### src/rtl/prog_loader.sv
// Framed program loader: buffers SYNC/LEN/payload/CSUM frames, validates the checksum,
// and only then streams the buffered opcodes into the downstream instruction FIFO.
module prog_loader #(
    parameter int DATA_WIDTH = 8,
    parameter int ADDR_WIDTH = 4,
    parameter int TIMEOUT    = 255
) (
    input  logic                  clk,
    input  logic                  reset,
    input  logic                  rx_valid,
    input  logic [DATA_WIDTH-1:0] rx_data,
    output logic                  rx_ready,
    input  logic                  fifo_full,
    output logic                  wr,
    output logic [DATA_WIDTH-1:0] opcode,
    output logic                  busy,
    output logic                  load_done,
    output logic                  load_err,
    output logic [1:0]            err_code
);
    localparam int MAXLEN = 2 ** ADDR_WIDTH;
    localparam int TCW    = (TIMEOUT < 2) ? 1 : $clog2(TIMEOUT);
    localparam logic [TCW-1:0]        T_LAST   = TCW'(TIMEOUT - 1);
    localparam logic [DATA_WIDTH:0]   MAXLEN_D = (DATA_WIDTH + 1)'(MAXLEN);
    localparam logic [DATA_WIDTH-1:0] SYNC     = DATA_WIDTH'(8'hA5);

    typedef enum logic [2:0] {IDLE, GET_LEN, PAYLOAD, CSUM, COMMIT} state_t;

    state_t                state_reg;
    logic [ADDR_WIDTH:0]   idx_reg;
    logic [ADDR_WIDTH:0]   len_reg;
    logic [DATA_WIDTH-1:0] sum_reg;
    logic [TCW-1:0]        tcnt_reg;
    logic [DATA_WIDTH-1:0] buffer [MAXLEN];

    logic xfer;
    logic last;
    logic in_frame;
    logic len_ok;

    assign rx_ready = (state_reg != COMMIT);
    assign busy     = (state_reg != IDLE);
    assign xfer     = rx_valid && rx_ready;
    assign last     = (idx_reg == len_reg - 1'b1);
    assign in_frame = (state_reg == GET_LEN) || (state_reg == PAYLOAD) || (state_reg == CSUM);
    assign len_ok   = (rx_data != '0) && ({1'b0, rx_data} <= MAXLEN_D);

    // Writes are combinational so a deasserted fifo_full is used in the very same cycle.
    assign wr     = (state_reg == COMMIT) && !fifo_full;
    assign opcode = wr ? buffer[idx_reg[ADDR_WIDTH-1:0]] : '0;

    // Payload buffer is deliberately left out of reset.
    always_ff @(posedge clk) begin
        if (state_reg == PAYLOAD && xfer) begin
            buffer[idx_reg[ADDR_WIDTH-1:0]] <= rx_data;
        end
    end

    always_ff @(posedge clk or negedge reset) begin
        if (!reset) begin
            state_reg <= IDLE;
            idx_reg   <= '0;
            len_reg   <= '0;
            sum_reg   <= '0;
            tcnt_reg  <= '0;
            load_done <= 1'b0;
            load_err  <= 1'b0;
            err_code  <= 2'b00;
        end else begin
            load_done <= 1'b0;
            load_err  <= 1'b0;
            if (in_frame && !xfer) begin
                if (tcnt_reg == T_LAST) begin
                    load_err  <= 1'b1;
                    err_code  <= 2'b11;
                    state_reg <= IDLE;
                    tcnt_reg  <= '0;
                end else begin
                    tcnt_reg <= tcnt_reg + 1'b1;
                end
            end else begin
                tcnt_reg <= '0;
                case (state_reg)
                    IDLE: begin
                        if (xfer && rx_data == SYNC) begin
                            state_reg <= GET_LEN;
                            err_code  <= 2'b00;
                        end
                    end
                    GET_LEN: begin
                        if (len_ok) begin
                            len_reg   <= rx_data[ADDR_WIDTH:0];
                            idx_reg   <= '0;
                            sum_reg   <= '0;
                            state_reg <= PAYLOAD;
                        end else begin
                            load_err  <= 1'b1;
                            err_code  <= 2'b01;
                            state_reg <= IDLE;
                        end
                    end
                    PAYLOAD: begin
                        sum_reg <= sum_reg + rx_data;
                        idx_reg <= idx_reg + 1'b1;
                        if (last) begin
                            state_reg <= CSUM;
                        end
                    end
                    CSUM: begin
                        if (rx_data == sum_reg) begin
                            idx_reg   <= '0;
                            state_reg <= COMMIT;
                        end else begin
                            load_err  <= 1'b1;
                            err_code  <= 2'b10;
                            state_reg <= IDLE;
                        end
                    end
                    COMMIT: begin
                        if (!fifo_full) begin
                            idx_reg <= idx_reg + 1'b1;
                            if (last) begin
                                load_done <= 1'b1;
                                state_reg <= IDLE;
                            end
                        end
                    end
                    default: state_reg <= IDLE;
                endcase
            end
        end
    end
endmodule

### config.mk
export PLATFORM = sky130hd
export DESIGN_NAME = prog_loader
export DESIGN_NICKNAME = d
export VERILOG_FILES = /design/src/rtl/prog_loader.sv
export SDC_FILE = /design/constraint.sdc
export NUM_CORES = 1
export LEC_CHECK = 0
export BUFFER_PORTS_ARGS = -buffer_cell sky130_fd_sc_hd__buf_2
export CORE_ASPECT_RATIO = 0.8
export CORE_MARGIN = 3
export CORE_UTILIZATION = 66
export CTS_CLUSTER_SIZE = 25
export DETAILED_ROUTE_END_ITERATION = 8
export PLACE_DENSITY_LB_ADDON = 0.12
export SYNTH_ARGS = -nofsm -noshare
export SYNTH_HDL_FRONTEND = slang
export SYNTH_SLANG_ARGS = --single-unit
### constraint.sdc
create_clock -name clk -period 5.05 [get_ports clk]
set_input_delay 1.01 -clock clk [delete_from_list [all_inputs] [get_ports clk]]
set_output_delay 1.01 -clock clk [all_outputs]
set_load 0.01 [all_outputs]
After elaboration in Yosys (flattened, before gate mapping)
Memory sizes are Yosys's and may differ from the RTL's.
Index checks and enable logic that the tools add are counted.
{ "classes": {"magnitude_cmp": 1, "addsub": 4, "n_reduce_logical": 21, "n_eq_ne": 19, "n_bitwise": 1, "mux": 35} }
{ "op_table": {"columns": ["operator", "count"], "rows": [
  ["$mux 8", 4],
  ["$mux 3", 7],
  ["$pmux 5 s4", 1],
  ["$eq 8x8->1 const B", 2],
  ["$pmux 8 s2", 1],
  ["$mux 5", 3],
  ["$pmux 3 s5", 1],
  ["$reduce_and 5->1", 3],
  ["$mux 2", 6],
  ["$ne 3x2->1 const B", 4],
  ["$mux 1", 10],
  ["$ne 3x3->1 const B", 3],
  ["$add 8x1->8 const B", 1],
  ["$add 8x8->8", 1],
  ["$eq 8x8->1", 1],
  ["$le 8x5->1 const B", 1],
  ["$reduce_bool 4->1", 2],
  ["$reduce_bool 8->1", 1],
  ["$eq 3x2->1 const B", 2],
  ["$logic_and 1x1->1", 6],
  ["$pmux 2 s3", 1],
  ["$reduce_and 3->1", 2],
  ["$add 5x1->5 const B", 1],
  ["$eq 5x5->1", 1],
  ["other kinds (12)", 16]
]} }
{ "totals": {"out_inout_bits": 15, "mem_count": 1, "mem_bits_rw": 128, "register_bits": 33} }
{ "mem_list": {"columns": ["name", "words", "word_bits", "rd", "rd_ports_with_merged_regs", "write_ports", "line_no", "rtl"], "rows": [
  ["buffer", 16, 8, 1, 0, 1, "34", "logic [DATA_WIDTH-1:0] buffer [MAXLEN];"]
]} }

Longest topological paths before layout
Gate-level depths: netlist (run 1).
{ "depth": {"word_depth": 6, "mapped_depth": 8, "depth_no_buf": 8} }

Least setup slack after synthesis (run 1)
Ideal clock, no wire load.
{ "synth_timing": {"kind": "register to output", "startpoint": "reg idx_reg[0]", "endpoint": "out opcode[0]", "path_slack_ps": 2231, "path_stages_with_launch": 6, "arrival_ps": 1809, "cell_sequence": "dfrtp_1 > buf_6 > buf_12 > mux4_1 > mux4_2 > nor2b_1"} }
{ "synth_via": {"elab_chain_cells": 2} }
{ "synth_rtl": {"columns": ["element", "line_no", "rtl"], "rows": [
  ["from (decl)", "30", "logic [ADDR_WIDTH:0] idx_reg;"],
  ["from (signal assigned)", "104", "idx_reg <= idx_reg + 1'b1;"],
  ["from (signal assigned)", "121", "idx_reg <= idx_reg + 1'b1;"],
  ["$mem_v2 16x8", null, null],
  ["$mux 8", "50", "assign opcode = wr ? buffer[idx_reg[ADDR_WIDTH-1:0]] : '0;"],
  ["to (decl)", "15", "output logic [DATA_WIDTH-1:0] opcode,"]
]} }
Every way passes these cells.

Worst setup path in the final report (run 1)
{ "layout_timing": {"startpoint": "reg idx_reg[0]", "endpoint": "out opcode[5]"} }
The elaborated chain is that of the path after synthesis.

==> out/qor.csv, run 1 <==
metric;value;unit
path_clk_slew;60;ps
netlist.area_leader.share;53.8;%
ios;27;
skew;5.79;ps
crit_slowest_cell;dfrtp_2;
postSynthAreaPerCell;17.0;µm²
netlist_area;7140;µm²
rsz0062_at_grt;false;
via_per_inst;6.63;
powerDensity;422;nW/µm²
hold_viol_final;0;
fp.dieH;99.1;µm
cts_made_buffers;17;
yosys_warnings;0;
ys_seq_area_share;65.4;%
fin_crit_sh;80.6;%
rows;33;
grt_usage;27.2;%
drt_first_pass_iters;5;
grt.overflow.total;0;
drc;0;
nets;475;
drive_gt1_share;20.2;%
setup-violations-final;0;
dieArea;12100;µm²
grt_max_degree;40;
outcome;completed;
cts.sink_count;161;
detail_route.iter0.violations;613;
crit_family;multiplexers;
cts_hold_buf;0;
fin_cells;601;
antenna_found_initial;0;
clock_latency;430;ps
critPathBufInv;1;
cp-start-kind;register;
ys_seq_elements;161;
netlist_top_cells_area;edfxtp_1 54%, dfrtp_1 12%, mux4_1 7.7%, mux4_2 6.0%, ha_1 2.5%;
cts_tree;done;
ant_nets;0;
ys_top_cells_by_count;128 x edfxtp_1, 33 x dfrtp_1, 29 x nor2_1;
maxSlewViolCount;0;
worstPathCellList;mux4_1 -> mux4_2 -> nor2b_1 -> buf_2;
yosys.cell_types.count;52;
vias;3987;
tns;0;ps
synth_area_leader_cell;edfxtp_1;
cp.required;4040;ps
vdd_ir_drop_max;0.000257;V
n_antenna_cell;0;
grt_pass1_wl;23.1;mm
gp_congestion;0.814;
synth-edff-count;128;
slew_headroom;20.1;%
synth_nets;446;
timing.fmax;246;MHz
p_leak;2.83;nW
synthCells;419;
cap_violations;0;
min_path_type;register to register;
dp_hpwl;9.12;mm
period_minus_slack;4070;ps
dieWidth;122;µm
async_flop_share;20.5;%
worstMarginPinSlew;1190;ps
root_buffer;clkbuf_16;
largest_reg_flops;128;
ys.flop_type;edfxtp_1;
cts_resized;0;
slowest_delay;1100;ps
cts.path.max_buffers;2;
cp_data_arrival_time;3060;ps
worstPathMaxFanout;39;
dp_cells;569;
crit_type;register to output pin;
wl_per_cell;25.2;µm
initial_utilization;68.7;%
syn_to_final_growth;10.6;%
grt_pass1_vias;3827;
end_kind;output pin;
wirelength;15.1;mm
postCtsSetupBuffers;0;
port_buffers;26;
core;10400;µm²
htreeDepth;4;
synth.most_common_cell;edfxtp_1;
path summary, 6_finish.rpt:
check | slack (ps) | start | endpoint | cells past startpoint
min in group asynchronous | 660 | reset | tcnt_reg[5]$_DFF_PN0_ | 1
min reg2reg | 490 | sum_reg[4]$_DFFE_PN0P_ | sum_reg[4]$_DFFE_PN0P_ | 1
max reg2reg | 2010 | state_reg[2]$_DFFE_PN0P_ | buffer[7][2]$_DFFE_PP_ | 5
min | 490 | sum_reg[4]$_DFFE_PN0P_ | sum_reg[4]$_DFFE_PN0P_ | 1
max in group asynchronous | 3860 | reset | idx_reg[0]$_DFFE_PN0P_ | 1
max | 980 | idx_reg[0]$_DFFE_PN0P_ | opcode[5] | 4
cell families (layout without fill, tap and decap cells):
group | Yosys count | after routing | synth area share, %
xor gates and xnor gates | 19 | 19 | 2.33
DFF | 161 | 161 | 65.4
adders and majority gates | 15 | 15 | 2.73
AOI/OAI and AO/OA | 41 | 41 | 4.01
muxes | 52 | 52 | 15.5
buffers and inverters | 29 | 71 | 2.57
and+or+nand+nor | 102 | 102 | 7.44
placed cells by master, fill, tap and decap left out, drive strengths merged, types with 3 or more instances in the layout:
cell type and count:
o2bb2ai 4, nor3 10, o21ai 5, mux4 40
a21o 6, buf 27, clkinv 6, mux2 8
nand3 11, nand2b 4, a21oi 11, inv 17
edfxtp 128, nor2b 9, nand2 17, mux2i 4
nor2 30, nand3b 3, clkinvlp 3, nand4 4
nor4 7, ha 14, xnor2 8, xor2 11
clkbuf 17, dfrtp 33, a22o 4
report_power, final:
part           switching (mW)  total (mW)  internal (mW)
Sequential             0.0900        1.57           1.48
Combinational           0.268       0.549          0.281
Clock                   0.532        1.22          0.683
area by class of cell:
cell class	count	area (µm²)
well taps	140	175
clock inverters	15	135
clock buffers	17	425
fillers	588	2510
multi-input cells	229	2310
inverters	12	45.0
repair buffers	27	138
flip-flops and latches	161	4670
per-layer routing:
layer  track usage, %  up-vias  share of wire (%)
met4             10.7        0                3.1
met5                0        -                  0
li1                 -     1734                  -
met2             39.7      216                 48
met3             7.34       38                8.7
met1             39.9     1999                 40
through the flow:
stage	cell area [µm²]	power [mW]	utilization [%]	hold slack [ps]	worst slack (ps)
2_1_floorplan	7140	2.01	-	454	2230
3_3_place_gp	7340	2.11	70.5	466	1440
3_5_place_dp	7340	2.13	70.5	471	1430
4_1_cts	7900	3.35	75.9	486	946
5_1_grt	7900	3.46	75.9	493	851
6_report	7900	3.34	75.9	488	980
Note: power is estimated with default switching activity, not from simulation.
==> inputs of run 2 (changes only) <==
--- a/config.mk
+++ b/config.mk
@@ -5,10 +5,11 @@
 export SDC_FILE = /design/constraint.sdc
 export NUM_CORES = 1
 export LEC_CHECK = 0
+export ABC_AREA = 1
 export BUFFER_PORTS_ARGS = -buffer_cell sky130_fd_sc_hd__buf_2
 export CORE_ASPECT_RATIO = 0.8
 export CORE_MARGIN = 3
-export CORE_UTILIZATION = 66
+export CORE_UTILIZATION = 56
 export CTS_CLUSTER_SIZE = 25
 export DETAILED_ROUTE_END_ITERATION = 8
 export PLACE_DENSITY_LB_ADDON = 0.12
==> constraint.sdc (replaced) <==
create_clock -name clk -period 3.3 [get_ports clk]
set_input_delay 0.66 -clock clk [delete_from_list [all_inputs] [get_ports clk]]
set_output_delay 0.66 -clock clk [all_outputs]
set_load 0.01 [all_outputs]
==> run 2 against run 1 <==
Against the previous run:
- die area grew 21%
- critical path depth rose by 5
- largest power group unchanged
- register-to-register slack got worse by 1200 ps
- combinational power rose by 100%
- clock power rose by 74%
- worst setup slack worse by 800 ps
- synthesized area increased by 3.5%
- final area up 6.1%
- global-route usage is 2.1 points lower
- wire length rose by 12%
==> out/qor.csv, run 2 <==
metric;value;unit
ys_seq_elements;161;
cp.required;2640;ps
synth-edff-count;128;
cts_resized;0;
path_clk_slew;60;ps
postCtsSetupBuffers;0;
cts_hold_buf;0;
finalPower;5.62;mW
num-fill-cells;981;
yosys_warnings;0;
port_buffers;26;
crit_type;register to output pin;
worstMarginPinSlew;787;ps
detail_route.iter0.violations;567;
wirelength;17.0;mm
drc;0;
final_cell_mix;137 x nor2_1, 133 x nand2_1, 128 x edfxtp_1;
use_met1;36.2;%
powerDensity;670;nW/µm²
p_leak;3.36;nW
maxSlewViolCount;0;
dieWidth;134;µm
yosys.cell_types.count;35;
antenna_found_initial;0;
cap_violations;0;
gp_congestion;0.834;
htreeDepth;4;
largest_reg_flops;128;
fp.dieH;109;µm
worstPathMaxFanout;50;
crit_family;buffers and inverters;
initial_utilization;59.0;%
met3_usage;5.49;%
grt_pass1_wl;27.3;mm
synthCells;731;
hold_viol_final;0;
grt_usage;25.0;%
worstPathCellList;inv_2 -> buf_12 -> o21ai_0 -> o22ai_1 -> nand2_1 -> nand2_1 -> nor2_1 -> nor2_1 -> buf_2;
timing.fmax;320;MHz
nets;793;
netlist_top_cells_area;edfxtp_1 52%, dfrtp_1 11%, nor2_1 7.0%, nand2_1 6.8%, o21ai_0 5.1%;
root_buffer;clkbuf_16;
seqCellArea;4670;µm²
placed_area;7740;µm²
async_flop_share;20.5;%
cts_tree;done;
utilization;66.9;%
vdd_ir_drop_max;0.000431;V
drt_first_pass_iters;5;
n_antenna_cell;0;
critPathBufInv;3;
min_path_type;input port to async pin;
core;12500;µm²
clock_latency;430;ps
grt.overflow.total;0;
netlist_area;7390;µm²
rsz0062_at_grt;false;
stdcell_area;8380;µm²
netlist.area_leader.share;52.0;%
layout_commonest_cell;nor2_1;
hold_ws;289;ps
synth.most_common_cell;nor2_1;
busiest_layer;met2;
cts.sink_count;161;
vias;5365;
use_met2;37.4;%
slew_headroom;47.3;%
grt_max_degree;51;
dieArea;14600;µm²
crit_slowest_cell;dfrtp_2;
ys.flop_type;edfxtp_1;
cts.path.max_buffers;2;
fin_crit_sh;94.7;%
cp_data_arrival_time;2460;ps
drive_gt1_share;13.0;%
rows;36;
syn_to_final_growth;13.4;%
slowest_delay;550;ps
tns;0;ps
wl_per_cell;17.9;µm
ys_top_cells_by_count;137 x nor2_1, 133 x nand2_1, 128 x edfxtp_1;
end_kind;output pin;
grt_pass1_vias;5057;
ios;27;
postSynthAreaPerCell;10.1;µm²
via_per_inst;5.65;
cp-start-kind;register;
synth_area_leader_cell;edfxtp_1;
dp_hpwl;11.0;mm
setup-violations-final;0;
synth_nets;758;
outcome;completed;
skew;9.51;ps
multi_input_area;2400;µm²
ys_seq_area_share;63.2;%
cts_made_buffers;17;
ant_nets;0;
period_minus_slack;3120;ps
## run 2: path summary, 6_finish.rpt
path | from | endpoint | slack [ps] | depth (start not counted)
min in group clk | tcnt_reg[0]$_DFF_PN0_ | tcnt_reg[0]$_DFF_PN0_ | 450 | 1
min | reset | tcnt_reg[4]$_DFF_PN0_ | 290 | 1
min reg2reg | tcnt_reg[0]$_DFF_PN0_ | tcnt_reg[0]$_DFF_PN0_ | 450 | 1
max | idx_reg[0]$_DFFE_PN0P_ | opcode[0] | 180 | 9
max in group asynchronous | reset | idx_reg[0]$_DFFE_PN0P_ | 2470 | 1
max reg2reg | idx_reg[0]$_DFFE_PN0P_ | buffer[8][6]$_DFFE_PP_ | 790 | 5
## run 2: logic make-up after synthesis
group / Yosys count / share of synthesized area [%]
and+or+nand+nor: 338 / 19.4
DFF: 161 / 63.2
AOI/OAI and AO/OA: 133 / 9.70
buffers and inverters: 78 / 4.40
adders and majority gates: 15 / 2.64
xor gates and xnor gates: 6 / 0.711
## run 2: area by class of cell
class / count / area share, %
clock inverters: 14 / 2.54
flip-flops and latches: 161 / 55.7
multi-input cells: 492 / 28.6
well taps: 171 / 2.55
clock buffers: 18 / 5.12
repair buffers: 42 / 3.13
inverters: 52 / 2.33
## run 2: metal layers
metal | wire length (µm) | up-vias
met5 | 0 | -
met4 | 342 | 0
met2 | 7500 | 214
met1 | 7820 | 2547
li1 | - | 2578
met3 | 1330 | 26
## run 2: worst register-to-register path: cells and delay by family (launching register included)
| kind | cells | cell delay [ps] |
|---|---|---|
| buf+inv | 2 | 560 |
| simple gates | 2 | 810 |
| fa+ha+maj | 1 | 230 |
| flops | 1 | 550 |
## run 2: report_power, final
part           total [mW]  switching [mW]  internal [mW]
clock                2.12           0.781           1.34
combinational        1.10           0.734          0.366
sequential           2.39          0.0883           2.31
## run 2: metrics by stage
stage	instances	setup WS (ps)
after global routing	950	11.6
after detailed placement	918	712
final	950	175
after global placement	918	749
after CTS	950	187
after floorplan	731	1260
==> inputs of run 3 (changes only) <==
--- a/config.mk
+++ b/config.mk
@@ -5,7 +5,6 @@
 export SDC_FILE = /design/constraint.sdc
 export NUM_CORES = 1
 export LEC_CHECK = 0
-export ABC_AREA = 1
 export BUFFER_PORTS_ARGS = -buffer_cell sky130_fd_sc_hd__buf_2
 export CORE_ASPECT_RATIO = 0.8
 export CORE_MARGIN = 3
==> run 3 against run 2 <==
Against the previous run:
- sequential share of layout area is 1.7 points higher
- cell count is 31% lower
- largest power group unchanged
- clock power is 9% lower
- combinational power is 15% lower
- die area is 3.2% lower
- final area is 2.9% lower
- first-iteration DRC count is 31% lower
- worst setup slack worse by 3.9 ps
- global-route usage is 2.7 points lower
- register-to-register slack better by 220 ps
==> out/qor.csv, run 3 (synthesis gave the netlist of run 1 again) <==
metric;value;unit
skew;7.76;ps
ios;27;
hold_viol_final;0;
initial_utilization;57.9;%
critPathBufInv;2;
fin_cells;656;
wirelength;14.7;mm
vdd_ir_drop_max;0.000388;V
swShare;25.1;%
grt_max_degree;34;
cp_data_arrival_time;2470;ps
final_cell_mix;128 x edfxtp_1, 32 x dfrtp_1, 29 x nor2_1;
dieWidth;132;µm
setup-violations-final;0;
root_buffer;clkbuf_16;
syn_to_final_growth;13.9;%
fin_crit_sh;94.8;%
intPower;3.89;mW
rsz0062_at_grt;false;
worstMarginPinSlew;846;ps
path_clk_slew;60;ps
drt_first_pass_iters;5;
slew_headroom;43.6;%
layout_commonest_cell;edfxtp_1;
cp.required;2640;ps
period_minus_slack;3130;ps
timing.fmax;320;MHz
drive_gt1_share;22.1;%
htreeDepth;4;
powerDensity;639;nW/µm²
cts.sink_count;161;
cts_tree;done;
fp.dieH;107;µm
dp_hpwl;9.67;mm
outcome;completed;
crit_type;register to output pin;
worstPathMaxFanout;20;
n_antenna_cell;0;
regToRegStartpoint;state_reg[2]$_DFFE_PN0P_;
dieArea;14200;µm²
ant_nets;0;
cap_violations;0;
cts_hold_buf;0;
cts.path.max_buffers;2;
tns;0;ps
nets;499;
hold_ws;302;ps
end_kind;output pin;
grt_pass1_wl;22.8;mm
rows;36;
grt_pass1_vias;3947;
pwr-share-comb;18.0;%
grt_usage;22.3;%
worstPathCellList;buf_12 -> mux4_1 -> mux4_2 -> nor2b_1 -> buf_2;
cp-start-kind;register;
startpoint;idx_reg[0]$_DFFE_PN0P_;
largest_reg_flops;128;
antenna_found_initial;0;
postCtsSetupBuffers;0;
crit_family;multiplexers;
maxSlewViolCount;0;
cts_made_buffers;17;
vias;3980;
crit_slowest_cell;mux4_1;
detail_route.iter0.violations;389;
slowest_delay;640;ps
p_seq_share;44.8;%
min_path_type;input port to async pin;
p_sw;1.30;mW
core;12300;µm²
p_leak;2.95;nW
clock_latency;430;ps
drc;0;
cts_resized;0;
gp_congestion;0.797;
p_clk_share;37.1;%
wl_per_cell;22.4;µm
grt.overflow.total;0;
port_buffers;26;
via_per_inst;6.07;
dp_cells;624;
-- run 3: cell count changes in the layout (fill, tap and decap cells not counted), sizes merged, moves of 7 or more --
cell / delta
nor2b: +9
xor2: +8
o22ai: -22
mux4: +40
o21ai: -84
nand2: -124
nand3: -23
nor4: +7
inv: -40
buf: +9
mux2: +8
nor2: -114
-- run 3: power by group through the flow --
stage               Clock, mW  Combinational, mW  Sequential (mW)
detailed placement          0              0.942             2.37
global route             2.07               1.02             2.34
CTS                      1.97              0.950             2.33
global placement            0              0.922             2.37
floorplan                   0              0.708             2.36
finish                   1.93              0.938             2.33
-- run 3: final cells by class --
class	instances	area [µm²]
inverters	12	45.0
multi-input cells	229	2290
repair buffers	51	343
clock inverters	13	144
fillers	874	4200
well taps	171	214
clock buffers	19	433
flip-flops and latches	161	4670
-- run 3: stage by stage --
| stage | cell area, µm² | utilization (%) | setup slack, ps | total power, mW |
|---|---|---|---|---|
| detailed placement | 7560 | 61.3 | 598 | 3.31 |
| CTS | 8140 | 65.9 | 135 | 5.25 |
| floorplan | 7140 | - | 831 | 3.07 |
| global route | 8140 | 65.9 | 90.0 | 5.43 |
| global placement | 7560 | 61.3 | 623 | 3.29 |
| finish | 8140 | 65.9 | 171 | 5.20 |
-- run 3: worst paths after layout --
check                                                to  slack [ps]  depth (start not counted)
worst max-delay path                          opcode[1]         170                          5
worst min-delay path              tcnt_reg[3]$_DFF_PN0_         300                          1
worst max register to register  buffer[14][0]$_DFFE_PP_        1010                          7
worst min register to register  err_code[0]$_DFFE_PN0P_         480                          1
max in group asynchronous        idx_reg[0]$_DFFE_PN0P_        2470                          1
min in group clk                err_code[0]$_DFFE_PN0P_         480                          1
-- run 3: per-layer routing --
layer  routed length, µm  vias up  share of wire (%)  global-route usage (%)
met5                   0        -                  0                       0
met4                 214        0                1.5                    6.90
met3                1140       18                7.7                    6.85
met2                6740      135                 46                    32.7
met1                6590     2059                 45                    32.7
li1                    -     1768                  -                       -
